===== src/rtl/mult_pkg.sv =====
// Shared types for the sequential shift-and-add multiplier.
package mult_pkg;

  // Controller states: waiting, iterating, presenting the product
  typedef enum logic [1:0] {
    IDLE = 2'd0,
    BUSY = 2'd1,
    DONE = 2'd2
  } mult_state_e;

endpackage


===== src/rtl/shift_add_multiplier_adder.sv =====
// N-bit ripple-carry adder used for the per-iteration partial-product sum.
module nbits_ripple_adder #(
  parameter int N = 4
) (
  input  logic [N-1:0] a,
  input  logic [N-1:0] b,
  input  logic         cin,
  output logic [N-1:0] sum,
  output logic         cout
);

  logic [N:0] carry;

  assign carry[0] = cin;

  // One full adder per bit, carry rippling from LSB to MSB
  for (genvar i = 0; i < N; i++) begin : g_fa
    assign sum[i]     = a[i] ^ b[i] ^ carry[i];
    assign carry[i+1] = (a[i] & b[i]) | (carry[i] & (a[i] ^ b[i]));
  end

  assign cout = carry[N];

endmodule


===== src/rtl/shift_add_multiplier.sv =====
// Sequential N x N unsigned shift-and-add multiplier, one iteration per clock.
// Optional build macro SHIFT_ADD_MULT_ZERO_BYPASS_EN: when defined, a start
// with a zero operand jumps straight to DONE with p=0 instead of iterating.
module shift_add_multiplier
  import mult_pkg::*;
#(
  parameter int N = 4
) (
  input  logic           clk,
  input  logic           rst_n,
  input  logic           start,
  input  logic [N-1:0]   a,
  input  logic [N-1:0]   b,
  output logic           busy,
  output logic           done,
  output logic [2*N-1:0] p
);

  localparam int CW = $clog2(N + 1);
  localparam logic [CW-1:0] CNT_LAST = CW'(N - 1);

  mult_state_e    state_q, state_d;
  logic [N-1:0]   mcand_q, mcand_d;
  logic [N-1:0]   acc_hi_q, acc_hi_d;
  logic [N-1:0]   mplier_q, mplier_d;
  logic [CW-1:0]  cnt_q, cnt_d;
  logic [2*N-1:0] p_q, p_d;

  logic [N-1:0]   addend;
  logic [N-1:0]   sum;
  logic           cout;
  logic           zero_op;

  // Multiplicand is added only when the current multiplier LSB is set
  assign addend = mplier_q[0] ? mcand_q : '0;

  nbits_ripple_adder #(.N(N)) u_adder (
    .a    (acc_hi_q),
    .b    (addend),
    .cin  (1'b0),
    .sum  (sum),
    .cout (cout)
  );

`ifdef SHIFT_ADD_MULT_ZERO_BYPASS_EN
  assign zero_op = (a == '0) || (b == '0);
`else
  assign zero_op = 1'b0;
`endif

  // Next-state logic: operand load, shift-add iteration, product capture
  always_comb begin
    state_d  = state_q;
    mcand_d  = mcand_q;
    acc_hi_d = acc_hi_q;
    mplier_d = mplier_q;
    cnt_d    = cnt_q;
    p_d      = p_q;
    case (state_q)
      IDLE, DONE: begin
        if (start) begin
          mcand_d  = a;
          mplier_d = b;
          acc_hi_d = '0;
          cnt_d    = '0;
          if (zero_op) begin
            state_d = DONE;
            p_d     = '0;
          end else begin
            state_d = BUSY;
          end
        end else begin
          state_d = IDLE;
        end
      end
      BUSY: begin
        // Carry-out becomes the new MSB so the 2N-bit product stays exact
        acc_hi_d = {cout, sum[N-1:1]};
        mplier_d = {sum[0], mplier_q[N-1:1]};
        cnt_d    = cnt_q + 1'b1;
        if (cnt_q == CNT_LAST) begin
          state_d = DONE;
          p_d     = {cout, sum, mplier_q[N-1:1]};
        end
      end
      default: state_d = IDLE;
    endcase
  end

  // State and datapath registers, cleared asynchronously
  always_ff @(posedge clk or negedge rst_n) begin
    if (!rst_n) begin
      state_q  <= IDLE;
      mcand_q  <= '0;
      acc_hi_q <= '0;
      mplier_q <= '0;
      cnt_q    <= '0;
      p_q      <= '0;
    end else begin
      state_q  <= state_d;
      mcand_q  <= mcand_d;
      acc_hi_q <= acc_hi_d;
      mplier_q <= mplier_d;
      cnt_q    <= cnt_d;
      p_q      <= p_d;
    end
  end

  assign busy = (state_q == BUSY);
  assign done = (state_q == DONE);
  assign p    = p_q;

endmodule

===== config.mk =====
export PLATFORM = sky130hd
export DESIGN_NAME = shift_add_multiplier
export DESIGN_NICKNAME = d
export VERILOG_FILES = /design/src/rtl/mult_pkg.sv /design/src/rtl/shift_add_multiplier_adder.sv /design/src/rtl/shift_add_multiplier.sv
export SDC_FILE = /design/constraint.sdc
export NUM_CORES = 1
export LEC_CHECK = 0
export BUFFER_PORTS_ARGS = -buffer_cell sky130_fd_sc_hd__buf_2
export CORE_ASPECT_RATIO = 0.75
export CORE_UTILIZATION = 30
export CTS_CLUSTER_SIZE = 28
export DETAILED_ROUTE_END_ITERATION = 6
export GPL_TIMING_DRIVEN = 0
export PLACE_DENSITY_LB_ADDON = 0.12
export SETUP_SLACK_MARGIN = 0.5
export SYNTH_ARGS = -nofsm -noshare
export SYNTH_HDL_FRONTEND = slang
export SYNTH_SLANG_ARGS = --single-unit

===== constraint.sdc =====
create_clock -name clk -period 2.9 [get_ports clk]
set_input_delay 0.435 -clock clk [delete_from_list [all_inputs] [get_ports clk]]
set_output_delay 0.435 -clock clk [all_outputs]
set_load 0.05 [all_outputs]

## Yosys cells after proc, flatten, opt, wreduce, memory -nomap -nowiden

Index checks and enable logic that the tools add are counted.

| storage, ports and cells | value |
|---|---|
| register bits | 25 |
| latch bits | 0 |
| memory bits (writable) | 0 |
| memory bits (read-only) | 0 |
| bits of input ports | 11 |
| output and inout port bits | 10 |
| memories | 0 |

| operators by class | value |
|---|---|
| add/sub/neg operators | 1 |
| multipliers | 0 |
| divide/modulo/power cells | 0 |
| order comparisons | 0 |
| equal/unequal tests | 5 |
| shifts and indexed selects | 0 |
| multiplexer cells | 10 |
| bitwise operators | 17 |
| reduce and logical (&&, ||, !) cells | 6 |

Operator list:

| operator | number |
|---|---|
| 4-bit one-hot mux with 2 select lines | 2 |
| 4-bit two-way mux | 3 |
| 1-bit bitwise AND | 7 |
| 1-bit XOR | 7 |
| 3-bit one-hot mux with 2 select lines | 1 |
| 2-bit AND reduction | 3 |
| 2-bit one-hot mux with 2 select lines | 1 |
| 3-bit by 1-bit adder with 3-bit output, second input constant | 1 |
| 3-bit by 2-bit equality test with 1-bit output, second input constant | 1 |
| 3-bit two-way mux | 1 |
| 1-bit OR | 3 |
| 2-bit by 1-bit equality test with 1-bit output, second input constant | 1 |
| 2-bit equality test, second input constant | 1 |
| 2-bit zero test | 1 |
| 2-bit two-way mux | 1 |
| 2-bit by 1-bit inequality test with 1-bit output, second input constant | 1 |
| 2-bit inequality test, second input constant | 1 |
| 2-bit nonzero test | 1 |
| 2-bit OR reduction | 1 |
| 1-bit two-way mux | 1 |

## Logic depth before layout (Yosys ltp)

| logic depth | value |
|---|---|
| depth in word-level cells | 9 |
| gate-level depth with buffers | 10 |
| mapped depth without buffers | 10 |

## Modules after synthesis

Synthesis repeated with hierarchy kept, for this count alone.

| unflattened totals | value |
|---|---|
| cells, all modules | 107 |
| area total of the unflattened synthesis | 1276.2 um^2 |

By module, submodules not included:

| module | times used | cells each | area each (um^2) | seq. area each (um^2) |
|---|---|---|---|---|
| shift_add_multiplier | 1 | 93 | 1158.6 | 625.6 |
| nbits_ripple_adder | 1 | 14 | 117.6 | 0.0 |

## Worst setup path after synthesis

Ideal clock, no wire load.

| timing | value |
|---|---|
| kind | reg2reg |
| start point | register mplier_q[0] |
| end point | register acc_hi_q[2] |
| setup time | 0.121 ns |
| arrival time | 2.018 ns |
| setup slack | 0.761 ns |
| stages on the path, launching flop included | 11 |
| buffers on the path | 0 |
| clock period less this slack | 2.139 ns |
| cell sequence | dfrtp_1 > and2_1 > ha_1 > inv_1 > fa_1 > inv_1 > fa_1 > inv_1 > fa_1 > o21ai_0 > a22o_1 |

| on the way | value |
|---|---|
| longest elaborated chain between the ends | 8 |
| elaborated cells on any way between the ends | 13 |

RTL lines:

| element | RTL line | text |
|---|---|---|
| from (decl) | shift_add_multiplier.sv:25 | `logic [N-1:0] mplier_q, mplier_d;` |
| from (signal assigned) | shift_add_multiplier.sv:103 | `mplier_q <= mplier_d;` |
| 4-bit two-way mux (*) | shift_add_multiplier.sv:35 | `assign addend = mplier_q[0] ? mcand_q : '0;` |
| 1-bit bitwise AND or 1-bit XOR (tied branches) | shift_add_multiplier_adder.sv:19 | `assign carry[i+1] = (a[i] & b[i]) \| (carry[i] & (a[i] ^ b[i]));` |
| 1-bit bitwise AND | shift_add_multiplier_adder.sv:19 |  |
| 1-bit OR | shift_add_multiplier_adder.sv:19 |  |
| 1-bit bitwise AND | shift_add_multiplier_adder.sv:19 |  |
| 1-bit OR | shift_add_multiplier_adder.sv:19 |  |
| 1-bit XOR (*) | shift_add_multiplier_adder.sv:18 | `assign sum[i] = a[i] ^ b[i] ^ carry[i];` |
| 4-bit one-hot mux with 2 select lines (*) | shift_add_multiplier.sv:59 | `case (state_q)` |
| to (signal assigned) | shift_add_multiplier.sv:102 | `acc_hi_q <= acc_hi_d;` |
| to (decl) | shift_add_multiplier.sv:24 | `logic [N-1:0] acc_hi_q, acc_hi_d;` |

Mark *: on every way between the ends. The rest lies on a longest branch, timed or not.
A chain may end at the register's enable or synchronous reset.

## Final worst setup path

Same ends and word-level chain as after synthesis.

==> metrics.md <==
| Metric | Value |
|---|---|
| Ys async rst share | `100.0%` |
| DR DRC count | `0` |
| Clock Path Buffers | `2` |
| Drt via density | `4.563` |
| Mapped Cells | `98` |
| Final Cell Area | `1425 um2` |
| Startpoint types | `flop` |
| Slew margin rel. | `62.63%` |
| Post-synth EDFFs | `0` |
| Core footprint | `between 3000 and 4000 um2` |
| P&R area growth vs syn | `19.39%` |
| DR pass1 iterations | `4` |
| Peak supply drop | `495.5 uV` |
| Number of port buffers | `20` |
| Vias in the first global route | `roughly 750` |
| Gpl congestion | `just over 0.7` |
| Slowest stage delay, CP | `0.52 ns` |
| CTS Hold Bufs | `0` |
| Ant diodes | `0` |
| Die Ht | `56.63 um` |
| Final net count | `142` |
| Final core utilization | `about two fifths` |
| GRT Util Overall | `between 10 and 15%` |
| TritonCTS clock tree | `done` |
| Static Leakage | `a little under 0.7 nW` |
| # H-tree levels | `1` |
| Die Area | `around 4200 um2` |
| Clock sink total | `25` |
| CP required | `slightly above 3 ns` |
| HPWL after DPL | `1676 um` |
| Setup Crit Path Kind | `flop to flop` |
| Area leader, netlist | `dfrtp_1` |
| Most used cell, CP | `fa_1` |
| CP bufs+invs | `3` |
| Arr. time, crit path | `about 2.5 ns` |
| Ys flop type | `dfrtp_1` |
| Die X | `~75 um` |
| Setup Skew | `0.006478 ns` |
| Sequential power share | `36.3%` |
| Commonest cells in the netlist | `dfrtp_1 (25), nand2_1 (8), a22o_1 (7), inv_1 (7), nor2b_1 (5)` |
| Syn nets | `approximately 120` |
| Period utilization | `between 70% and 80%` |
| DR vias | `approximately 800` |
| P_int | `roughly 980 uW` |
| Combinational share of power | `51.5%` |
| Initial Utilization | `between 30% and 40%` |
| Top cell type's share of synthesized area | `between 50% and 60%` |
| Pwr Total | `~1.7 mW` |
| Least-Margin Pin Slew | `~0.56 ns` |
| TritonCTS Buffers | `3` |
| Synth area leaders | `dfrtp_1 (52%), a22o_1 (5.1%), fa_1 (5.0%)` |
| Sw Ratio | `42.87%` |
| NetSw | `737.2 uW` |
| Pwr/cell area | `roughly 1200 nW/um2` |
| Yosys warning count | `0` |
| First-pass GRT wire length | `a little under 4000 um` |
| Clock transition at the registers of the reported paths | `around 0.090 ns` |
| Max Cap Violations | `0` |
| Wire per inst | `between 10 and 15 um` |
| Cell Rows | `19` |
| Gr ovfl total | `0` |
| Post-DRT Antenna Nets | `0` |
| Most instantiated library cell after synthesis | `dfrtp_1` |
| Worst Hold Class | `input pin to asynchronous set/reset pin` |
| Final Max Tran Viols | `0` |
| Post-synth cell types | `26` |
| Achievable frequency | `~0.44 GHz` |
| Mapped Avg Cell Area | `around 12 um2` |
| Num ports | `21` |
| Final setup vio count | `0` |
| Status | `finished, final reports clean` |
| Mapped Area | `between 1000 and 1500 um2` |
| Register bit total from synthesis | `25` |
| Clk root buf | `clkbuf_8` |
| Initial antenna violation count | `0` |
| Placed cell areas | `between 1000 and 1500 um2` |
| Slowest library cell on the worst path | `fa_1` |
| Initial drt markers | `29` |
| Skew-Pair Late Insertion Delay | `~0.27 ns` |
| Fillers | `around 380` |
| Crit Path Max Fanout | `3` |
| Crit. End Element | `flop` |
| Cell family with the largest share of critical-path delay | `adder cells` |
| RSZ-0062 raised after global routing | `false` |
| Share of cells above drive strength 1 | `between 30% and 40%` |
| Final WL | `roughly 2300 um` |
| Cell Chain, Critical Path | `and2_4 > ha_1 > inv_1 > fa_1 > inv_2 > fa_1 > inv_1 > fa_1 > o21ai_0 > a22o_1` |
| Final Critical Period | `around 2.3 ns` |
| Post-synthesis sequential area ratio | `52.41%` |
| Setup tns final | `0 ns` |
| Clock share of power | `12.1%` |
| Largest net degree at the start of global routing | `26` |
| Final Hold Viols | `0` |
==> timing repair <==
| item | 4_1_cts | 5_1_grt |
|---|---|---|
| setup endpoints to repair | 0 | 1 |
| gates resized for setup | 0 | 2 |
| buffers inserted | 0 | 2 |
==> worst paths after layout <==
check	end	slack, ns	cells past startpoint	startpoint
min	p[5]	0.14	1	rst_n
min in group clk	mcand_q[3]	0.38	2	a[3]
max reg2reg	acc_hi_q[2]	0.61	10	mplier_q[0]
max in group asynchronous	p[2]	2.38	1	rst_n
max	acc_hi_q[2]	0.61	10	mplier_q[0]
min reg2reg	p[4]	0.49	2	p[4]
==> layout make-up <==
class,count,area [um2],area share [%]
flip-flops and latches,25,625.6,43.90
plain buffers,4,26.28,1.844
multi-input cells,61,514.2,36.08
inverters,8,30.03,2.107
clock inverters,1,7.507,0.5268
well taps,52,65.06,4.565
repair buffers,22,115.1,8.077
clock buffers,3,41.29,2.897
==> layer usage <==
metal,vias up,share of wire (%),track usage (%),wire length (um)
met5,-,0,0,0
li1,390,-,-,-
met1,394,51,19.31,1155
met2,17,43,17.12,966
met3,2,5.2,4.309,117
met4,0,0.44,2.426,10
==> per-stage QoR <==
step	hold slack, ns	setup WS [ns]	instances
6_report	0.1435	0.6053	176
2_1_floorplan	0.1394	0.7615	98
3_5_place_dp	0.4669	0.5468	170
5_1_grt	0.1864	0.5040	176
4_1_cts	0.1642	0.5340	174
3_3_place_gp	0.4636	0.6016	170
==> power groups by stage <==
| stage | Combinational (mW) | Sequential (mW) | Clock (mW) |
|---|---|---|---|
| CTS | 0.865 | 0.631 | 0.219 |
| detailed placement | 0.862 | 0.638 | 0 |
| finish | 0.886 | 0.625 | 0.209 |
| global route | 0.985 | 0.652 | 0.235 |
| floorplan | 0.499 | 0.774 | 0 |
| global placement | 0.841 | 0.632 | 0 |
==> placed cells by master, fill, tap and decap left out <==
| cell | instances |
|---|---|
| dfrtp_1 | 25 |
| buf_2 | 23 |
| nand2_1 | 8 |
| a22o_1 | 7 |
| inv_1 | 6 |
| nor2b_1 | 5 |
| mux2_1 | 4 |
| mux2_4 | 3 |
| o21ai_0 | 3 |
| mux2i_1 | 3 |
| a211oi_1 | 3 |
| a21oi_1 | 3 |
| o21ai_1 | 3 |
| mux2_2 | 3 |
| fa_1 | 3 |
| ha_1 | 3 |
| clkbuf_8 | 3 |
| inv_2 | 2 |
| nor2_1 | 2 |
| buf_4 | 2 |
| nand2b_1 | 1 |
| and2_1 | 1 |
| and2_4 | 1 |
| nand3b_2 | 1 |
| buf_6 | 1 |
| o2bb2ai_1 | 1 |
| a21o_1 | 1 |
| o21bai_1 | 1 |
| xnor2_1 | 1 |
| clkinvlp_4 | 1 |
==> registers in the layout, indices dropped and copies added (netlist names) <==
| name | count |
|---|---|
| mcand_q | 4 |
| mplier_q | 4 |
| acc_hi_q | 4 |
| cnt_q | 3 |
| p | 8 |
| state_q | 2 |
==> cell families after synthesis <==
group	Yosys count	share of synthesized area (%)
buffers and inverters	12	4.717
flip-flops	25	52.41
AO/OA/AOI/OAI	22	12.79
XOR/XNOR	1	0.7339
multiplexers	13	12.89
adder cells (fa/ha/maj)	6	8.177
AND/OR/NAND/NOR	19	8.281
No activity file was read; power rests on OpenSTA's default activity.
